### config.mk
export PLATFORM = sky130hd
export DESIGN_NAME = instr_fetch_unit_flat
export DESIGN_NICKNAME = d
export VERILOG_FILES = /design/src/rtl/cpu_fetch_pkg.sv /design/src/rtl/instr_fetch_unit_if.sv /design/src/rtl/instr_byte_assembler.sv /design/src/rtl/instr_fetch_unit.sv /design/src/flat_wrapper.sv
export SDC_FILE = /design/constraint.sdc
export NUM_CORES = 1
export LEC_CHECK = 0
export ABC_AREA = 0
export BUFFER_PORTS_ARGS = -buffer_cell sky130_fd_sc_hd__buf_2
export CAP_MARGIN = 20
export CORE_ASPECT_RATIO = 1.1
export CORE_MARGIN = 10
export CORE_UTILIZATION = 28
export DETAILED_ROUTE_END_ITERATION = 10
export PLACE_DENSITY = 0.44
export SETUP_SLACK_MARGIN = 0.05
export SYNTH_ARGS = -nofsm -noshare
export SYNTH_HDL_FRONTEND = slang
export SYNTH_SLANG_ARGS = --single-unit
### constraint.sdc
create_clock -name CLK -period 3.9 [get_ports CLK]
set_input_delay 0.585 -clock CLK [delete_from_list [all_inputs] [get_ports CLK]]
set_output_delay 0.585 -clock CLK [all_outputs]
set_load 0.01 [all_outputs]
### src/rtl/cpu_fetch_pkg.sv
// Shared types and constants for the CPU instruction fetch path.
package cpu_fetch_pkg;

  typedef enum logic {
    IDLE = 1'b0,
    REQ  = 1'b1
  } fetch_state_e;

  localparam int BYTES_PER_INSTR = 4;
  localparam int BYTE_IDX_W = $clog2(BYTES_PER_INSTR);
  localparam logic [31:0] NOP_INSTR_DEFAULT = 32'h0000_0000;

endpackage

### src/rtl/instr_fetch_unit_if.sv
// Byte-wide instruction memory port between the fetch unit (master) and memory (slave).
interface instr_fetch_unit_if #(
  parameter int ADDR_W = 10
) ();
  // Handshake: MEM_READ/MEM_ADDRESS are held stable until an edge with MEM_ACK=1,
  // which transfers MEM_READDATA for that address; MEM_ACK with MEM_READ=0 is ignored.
  logic              MEM_READ;
  logic [ADDR_W-1:0] MEM_ADDRESS;
  logic [7:0]        MEM_READDATA;
  logic              MEM_ACK;

  modport master (
    output MEM_READ,
    output MEM_ADDRESS,
    input  MEM_READDATA,
    input  MEM_ACK
  );

  modport slave (
    input  MEM_READ,
    input  MEM_ADDRESS,
    output MEM_READDATA,
    output MEM_ACK
  );
endinterface

### src/rtl/instr_byte_assembler.sv
// Collects four little-endian bytes into a 32-bit word; done_o flags the final byte.
module instr_byte_assembler
  import cpu_fetch_pkg::*;
(
  input  logic                  clk_i,
  input  logic                  rst_ni,
  input  logic                  load_i,
  input  logic                  clr_i,
  input  logic [7:0]            byte_i,
  output logic [BYTE_IDX_W-1:0] k_o,
  output logic [31:0]           word_o,
  output logic                  done_o
);

  logic [BYTE_IDX_W-1:0] k_q;
  logic [31:0]           asm_q;

  assign k_o    = k_q;
  assign done_o = load_i && (k_q == BYTE_IDX_W'(BYTES_PER_INSTR - 1));

  // Word as it will look once the byte on byte_i lands in its lane.
  always_comb begin
    word_o = asm_q;
    word_o[{k_q, 3'b000} +: 8] = byte_i;
  end

  always_ff @(posedge clk_i or negedge rst_ni) begin
    if (!rst_ni) begin
      k_q   <= '0;
      asm_q <= '0;
    end else if (clr_i) begin
      k_q   <= '0;
      asm_q <= '0;
    end else if (load_i) begin
      asm_q[{k_q, 3'b000} +: 8] <= byte_i;
      k_q                      <= k_q + 1'b1;
    end
  end

endmodule

### src/rtl/instr_fetch_unit.sv
// Instruction fetch unit: turns the CPU PC into four byte reads and stalls the CPU via BUSYWAIT.
module instr_fetch_unit
  import cpu_fetch_pkg::*;
#(
  parameter int          ADDR_W    = 10,
  parameter logic [31:0] NOP_INSTR = NOP_INSTR_DEFAULT
) (
  input  logic                CLK,
  input  logic                RESET,
  input  logic [31:0]         PC,
  output logic [31:0]         INSTRUCTION,
  output logic                BUSYWAIT,
  output logic                FETCH_ERR,
  instr_fetch_unit_if.master  mem,
  output fetch_state_e        dbg_state_o
);

  fetch_state_e      state_q;
  logic              valid_q;
  logic [31:0]       tag_q;
  logic [31:0]       instr_q;
  logic [ADDR_W-1:0] base_q;
  logic [ADDR_W-1:0] addr_q;
  logic              read_q;
  logic              err_q;

  logic                  hit;
  logic                  pc_bad;
  logic                  pc_moved;
  logic                  byte_ld;
  logic                  asm_clr;
  logic                  asm_done;
  logic [BYTE_IDX_W-1:0] k;
  logic [31:0]           asm_word;

  assign hit      = valid_q && (PC == tag_q);
  assign pc_bad   = (PC[1:0] != 2'b00) || (PC[31:ADDR_W] != '0);
  assign pc_moved = (PC != {{(32-ADDR_W){1'b0}}, base_q});
  assign byte_ld  = (state_q == REQ) && mem.MEM_ACK;
  // A PC change is only acted on when the outstanding byte is acknowledged.
  assign asm_clr  = byte_ld && pc_moved;

  assign BUSYWAIT        = !(hit && (state_q == IDLE));
  assign INSTRUCTION     = instr_q;
  assign FETCH_ERR       = err_q;
  assign mem.MEM_READ    = read_q;
  assign mem.MEM_ADDRESS = addr_q;
  assign dbg_state_o     = state_q;

  instr_byte_assembler u_asm (
    .clk_i  (CLK),
    .rst_ni (RESET),
    .load_i (byte_ld),
    .clr_i  (asm_clr),
    .byte_i (mem.MEM_READDATA),
    .k_o    (k),
    .word_o (asm_word),
    .done_o (asm_done)
  );

  always_ff @(posedge CLK or negedge RESET) begin
    if (!RESET) begin
      state_q <= IDLE;
      valid_q <= 1'b0;
      tag_q   <= '0;
      instr_q <= '0;
      base_q  <= '0;
      addr_q  <= '0;
      read_q  <= 1'b0;
      err_q   <= 1'b0;
    end else begin
      case (state_q)
        IDLE: begin
          if (!hit) begin
            if (pc_bad) begin
              instr_q <= NOP_INSTR;
              err_q   <= 1'b1;
              tag_q   <= PC;
              valid_q <= 1'b1;
            end else begin
              err_q   <= 1'b0;
              base_q  <= PC[ADDR_W-1:0];
              addr_q  <= PC[ADDR_W-1:0];
              read_q  <= 1'b1;
              state_q <= REQ;
            end
          end
        end
        REQ: begin
          if (byte_ld) begin
            if (pc_moved) begin
              valid_q <= 1'b0;
              read_q  <= 1'b0;
              state_q <= IDLE;
            end else if (asm_done) begin
              instr_q <= asm_word;
              tag_q   <= {{(32-ADDR_W){1'b0}}, base_q};
              valid_q <= 1'b1;
              read_q  <= 1'b0;
              state_q <= IDLE;
            end else begin
              addr_q <= base_q + ADDR_W'(k) + ADDR_W'(1);
            end
          end
        end
        default: state_q <= IDLE;
      endcase
    end
  end

endmodule

### src/flat_wrapper.sv
// flat-port wrapper written by rule: the top's interface ports become plain ports
module instr_fetch_unit_flat import cpu_fetch_pkg::*;
#(
  parameter int          ADDR_W    = 10,
  parameter logic [31:0] NOP_INSTR = NOP_INSTR_DEFAULT
)
  (CLK, RESET, PC, INSTRUCTION, BUSYWAIT, FETCH_ERR, dbg_state_o, mem_MEM_READ, mem_MEM_ADDRESS, mem_MEM_READDATA, mem_MEM_ACK);
  instr_fetch_unit_if #(.ADDR_W(ADDR_W)) mem_i ();
  input  logic CLK;
  input  logic RESET;
  input  logic [31:0] PC;
  output logic [31:0] INSTRUCTION;
  output logic BUSYWAIT;
  output logic FETCH_ERR;
  output fetch_state_e dbg_state_o;
  output wire logic [$bits(mem_i.MEM_READ)-1:0] mem_MEM_READ;
  output wire logic [$bits(mem_i.MEM_ADDRESS)-1:0] mem_MEM_ADDRESS;
  input wire logic [$bits(mem_i.MEM_READDATA)-1:0] mem_MEM_READDATA;
  input wire logic [$bits(mem_i.MEM_ACK)-1:0] mem_MEM_ACK;
  assign mem_MEM_READ = mem_i.MEM_READ;
  assign mem_MEM_ADDRESS = mem_i.MEM_ADDRESS;
  assign mem_i.MEM_READDATA = mem_MEM_READDATA;
  assign mem_i.MEM_ACK = mem_MEM_ACK;
  instr_fetch_unit #(.ADDR_W(ADDR_W), .NOP_INSTR(NOP_INSTR)) u_core (.CLK(CLK), .RESET(RESET), .PC(PC), .INSTRUCTION(INSTRUCTION), .BUSYWAIT(BUSYWAIT), .FETCH_ERR(FETCH_ERR), .mem(mem_i), .dbg_state_o(dbg_state_o));
endmodule
Word-level counts from Yosys, hierarchy flattened
Cells that the tools add are included.
Widths: inputs -> output; s select.
Storage, ports and cells
  flip-flop bits (word level): 122
  output and inout port bits: 46
Operators by class
  eq/ne operators: 11
  shift-type cells: 2
  reduce and logical (&&, ||, !) cells: 16
  add/subtract/negate cells: 4
  mux-type cells: 42
  bitwise gates (word level): 3
Operators by type and width (count)
  $mux 32: 12
  $pmux 32 s2: 2
  $mux 10: 5
  $bwmux 32: 1
  $eq 32x32->1: 1
  $ne 32x10->1: 1
  $shift 8x7->32 const A: 1
  $shiftx 8x7->32: 1
  $reduce_bool 22->1: 1
  $pmux 10 s2: 1
  $mux 1: 16
  $ne 2x2->1 const B: 6
  $add 10x1->10 const B: 1
  $add 10x2->10: 1
  $reduce_and 5->1: 2
  $reduce_and 4->1: 2
  $neg 5->7: 1
  $pmux 1 s2: 3
  $logic_and 1x1->1: 5
  $mux 2: 2
  $reduce_bool 2->1: 2
  $ne 3x3->1 const B: 1
  $not 1->1: 3
  $reduce_and 3->1: 1
  other kinds (6): 6

Depth between registers and ports, before layout
  depth in word-level cells: 7
  gate-level depth with buffers: 9

Hierarchy
A second synthesis with hierarchy kept.
Second synthesis, totals
  cell total of the unflattened synthesis: 654
  area total of the unflattened synthesis: 6603.8 um2
Modules (own cells, without submodules)
  instr_fetch_unit: area an instance 4629.4 um2, instances 1, sequential area each 2202.1 um2, cells an instance 431
  instr_byte_assembler: area an instance 1974.4 um2, instances 1, sequential area each 850.8 um2, cells an instance 223

Worst setup path before layout
No wires, ideal clock.
  path type: input to register
  start point: input PC[5]
  end point: register u_core.base_q[4]
  arrival time: 2.236 ns
  required time: 3.775 ns
  slack: 1.539 ns
  stages: 7
  setup time: 0.125 ns
  path buffers: 1
  cells stage by stage: xnor2_1 > nand4_1 > or4_4 > nor3_4 > nand2b_4 > buf_12 > mux2_4
On the way
  word-level cells in the longest chain between the ends: 4
Ends and longest elaborated chain
  start: declaration: RTL line flat_wrapper.sv:11  | input logic [31:0] PC;
  $eq 32x32->1: RTL line instr_fetch_unit.sv:36  | assign hit = valid_q && (PC == tag_q);
  $logic_and 1x1->1: RTL line instr_fetch_unit.sv:36
  $not 1->1 (no source line)
  $reduce_and 3->1 (no source line)
  end signal: assignment: RTL line instr_fetch_unit.sv:82  | base_q <= PC[ADDR_W-1:0];
  end: declaration: RTL line instr_fetch_unit.sv:22  | logic [ADDR_W-1:0] base_q;
Every way passes these cells.
A chain may end at the register's enable or synchronous reset.

Worst setup path after layout
  start point: register u_core.tag_q[7]
  end point: output BUSYWAIT
On the way
  word-level cells in the longest chain between the ends: 4
Ends and longest elaborated chain
  start: declaration: RTL line instr_fetch_unit.sv:20  | logic [31:0] tag_q;
  start signal: assignment: RTL line instr_fetch_unit.sv:97  | tag_q <= {{(32-ADDR_W){1'b0}}, base_q};
  $eq 32x32->1: RTL line instr_fetch_unit.sv:36
  $logic_and 1x1->1: RTL line instr_fetch_unit.sv:36
  $logic_and 1x1->1: RTL line instr_fetch_unit.sv:43  | assign BUSYWAIT = !(hit && (state_q == IDLE));
  $logic_not 1->1: RTL line instr_fetch_unit.sv:43
  end: declaration: RTL line flat_wrapper.sv:13  | output logic BUSYWAIT;
Every way passes these cells.

==> summary.md <==
| Metric | Value |
|---|---|
| Endpoints failing setup | `0` |
| Post-synthesis sequential area ratio | `45.9%` |
| Post-synthesis async set-or-reset flop share | `100%` |
| Tightest Pin Transition | `967 ps` |
| Core Util, Final | `about a third` |
| GPL Wtd Cong | `about 0.75` |
| Int Pwr | `2.41 mW` |
| Total Power | `3.13 mW` |
| Clock sinks | `122` |
| Synth Register Bits | `122` |
| Largest family of logic cells by synthesized area | `compound AO/OA/AOI/OAI gates` |
| Slew Limit Fails | `0` |
| Final setup TNS | `0 ps` |
| Worst-path clk slew | `about 60 ps` |
| CP max stage cell | `nor4_1` |
| Final Skew | `9.03 ps` |
| Commonest cells post-synth | `dfrtp_1, inv_1, nand2_1` |
| Fin area | `7990 um2` |
| WL final | `19300 um` |
| Total of max-cap violations | `0` |
| CTS Hold Bufs | `0` |
| CP cell instances | `xnor2_1 -> nand4_1 -> nor4_1 -> nand3_1 -> buf_2` |
| Wire per inst | `around 18 um` |
| Detailed placement HPWL | `13300 um` |
| Smallest hold slack | `between 200 and 300 ps` |
| Sw Ratio | `22.9%` |
| IO Pins | `89` |
| Clock Latency Late Sink | `420 ps` |
| Via count | `5167` |
| Psw | `0.718 mW` |
| Fin. Hold Viols | `0` |
| H-tree Lvls | `4` |
| Clock buffer depth | `2` |
| DRT iter0 DRCs | `304` |
| Post-synthesis xor/xnor area fraction | `between 6 and 7%` |
| CP endpoint kind | `primary output` |
| Synthesized area per cell | `9.46 um2` |
| Core area | `23500 um2` |
| Pleak | `3.85 nW` |
| Req. time, crit path | `3310 ps` |
| Dpl cell area | `7390 um2` |
| Nets | `roughly 830` |
| Largest area contributor in the netlist | `dfrtp_1` |
| WS Path Type | `reg2out` |
| Antenna diodes | `0` |
| Sequential power share | `41.9%` |
| Initial Utilization | `between 20 and 30%` |
| Worst slew margin | `around a third` |
| DRT antenna net count | `0` |
| DRC | `0` |
| Area grow syn2layout | `20.0%` |
| Post-Synth Simple-Gate Area | `a little over a tenth` |
| Syn Inst Count | `703` |
| Startpoint types | `flip-flop` |
| Peak per-stage delay on the critical path | `590 ps` |
| Mux share of post-synthesis cell area | `10.1%` |
| Crit-path max FO | `3` |
| Arr. time, crit path | `about 2300 ps` |
| Number of synthesized flops with an enable pin | `0` |
| Syn Std Cell Area | `around 6700 um2` |
| Synth warn | `0` |
| Post CTS Setup Buffer Count | `0` |
| Distinct cell type count after synthesis | `46` |
| CTS Root Cell | `clkbuf_16` |
| Vias in the first global route | `5407` |
| FMAX | `~340 MHz` |
| Top cell type's share of synthesized area | `about 46%` |
| Status | `finished, final reports clean` |
| Synth Area in Adders | `1.62%` |
| Cts repair resizes | `0` |
| 1st-pass router iterations | `4` |
| Port bufs | `88` |
| Share of cells above drive strength 1 | `22.6%` |
| First-pass GRT wire length | `31400 um` |
| Final period util | `between 70% and 80%` |
| Final min period | `2920 ps` |
| Most common cell in the netlist | `dfrtp_1` |
| Hold Crit Class | `in2async` |
| Vias/cell | `4.71` |
| Die Width | `roughly 170 um` |
| Mapped Nets | `754` |
| CTS tree | `yes` |
| Ys flop type | `dfrtp_1` |
| Row count | `59` |
| Die area | `around 30000 um2` |
| Initial antenna violation count | `0` |
| Top cells by area, synth | `dfrtp_1, inv_1, nand2_1, o21ai_0, mux2i_1` |
| Clock Power Share | `roughly half` |
| Compound-cell area share of the yosys netlist | `16.8%` |
| PD cells | `392 nW/um2` |
| Total gr overflow | `0` |
| Num CTS Buffers | `17` |
| Largest net degree at the start of global routing | `65` |
| Maximum vdd drop | `0.268 mV` |
| Comb pwr share | `6.3%` |
| RSZ-0062 raised after global routing | `false` |
| Die Y | `182 um` |
| GRT Overall Usage | `about an eighth` |
[critical path, delay by kind of cell, from the launching register on]
family,cells,cell delay (ps)
xor gates and xnor gates,1,310
and+or+nand+nor,3,1010
DFF,1,390
buffers and inverters,1,210
[cells by family (layout without fill, tap and decap cells)]
kind of cell             Yosys count  in the layout
AO/OA/AOI/OAI                    185            185
XOR/XNOR                          47             47
adder cells (fa/ha/maj)            8              8
buffers and inverters            132            222
flip-flops                       122            122
multiplexers                      58             58
AND/OR/NAND/NOR                  151            151
[power groups by stage]
stage	combinational [mW]	sequential (mW)	clock, mW
after floorplan	0.0925	1.33	0
after global placement	0.201	1.33	0
after detailed placement	0.202	1.33	0
after CTS	0.204	1.31	1.67
after global routing	0.224	1.31	1.72
final	0.196	1.31	1.62
[path summary, 6_finish.rpt]
kind	from	endpoint	slack [ps]	depth (start not counted)
min reg2reg	u_core.FETCH_ERR	u_core.FETCH_ERR	490	1
max in group asynchronous	RESET	u_core.u_asm.asm_q[26]	2860	2
min	RESET	u_core.INSTRUCTION[9]	270	1
max reg2reg	u_core.dbg_state_o	u_core.mem.MEM_ADDRESS[6]	1100	6
max	u_core.tag_q[7]	BUSYWAIT	980	5
min in group CLK	PC[12]	u_core.tag_q[12]	430	3
[layer usage]
layer	global-route usage [%]	vias to the layer above	share of wire, %
met2	20.4	96	48
met1	16.9	2491	47
met3	3.43	12	3.9
met4	3.48	0	1.1
met5	0	-	0
li1	-	2568	-
[layout make-up]
| type | instances | area [um2] |
|---|---|---|
| repair buffers | 103 | 581 |
| multi-input cells | 449 | 3050 |
| inverters | 89 | 334 |
| clock inverters | 8 | 119 |
| flip-flops and latches | 122 | 3050 |
| well taps | 305 | 382 |
| fillers | 2441 | 15600 |
| clock buffers | 22 | 474 |
[stage by stage]
stage                     cells  worst slack [ps]
after floorplan             703              1540
after global placement     1068               799
after detailed placement   1068               686
after CTS                  1098               936
after global routing       1098               817
final                      1098               980
[sequential cells by signal (all words and copies together), names as in the netlist]
register                flops
u_core.FETCH_ERR            1
u_core.INSTRUCTION         32
u_core.base_q              10
u_core.dbg_state_o          1
u_core.mem.MEM_ADDRESS     10
u_core.mem.MEM_READ         1
u_core.tag_q               32
u_core.u_asm.asm_q         32
u_core.u_asm.k_o            2
u_core.valid_q              1
[cell usage in the layout, fill, tap and decap left out, types with 16 or more instances in the layout]
cell type  count
clkbuf_16     17
inv_1         89
xor2_1        22
mux2i_1       24
dfrtp_1      122
nand2_1       89
mux2_2        20
a21oi_1       41
a31oi_1       32
xnor2_1       25
o22ai_1       33
nor2_1        16
o21ai_0       54
buf_2         87
a22o_1        17
Power figures use the tool's default switching activity.
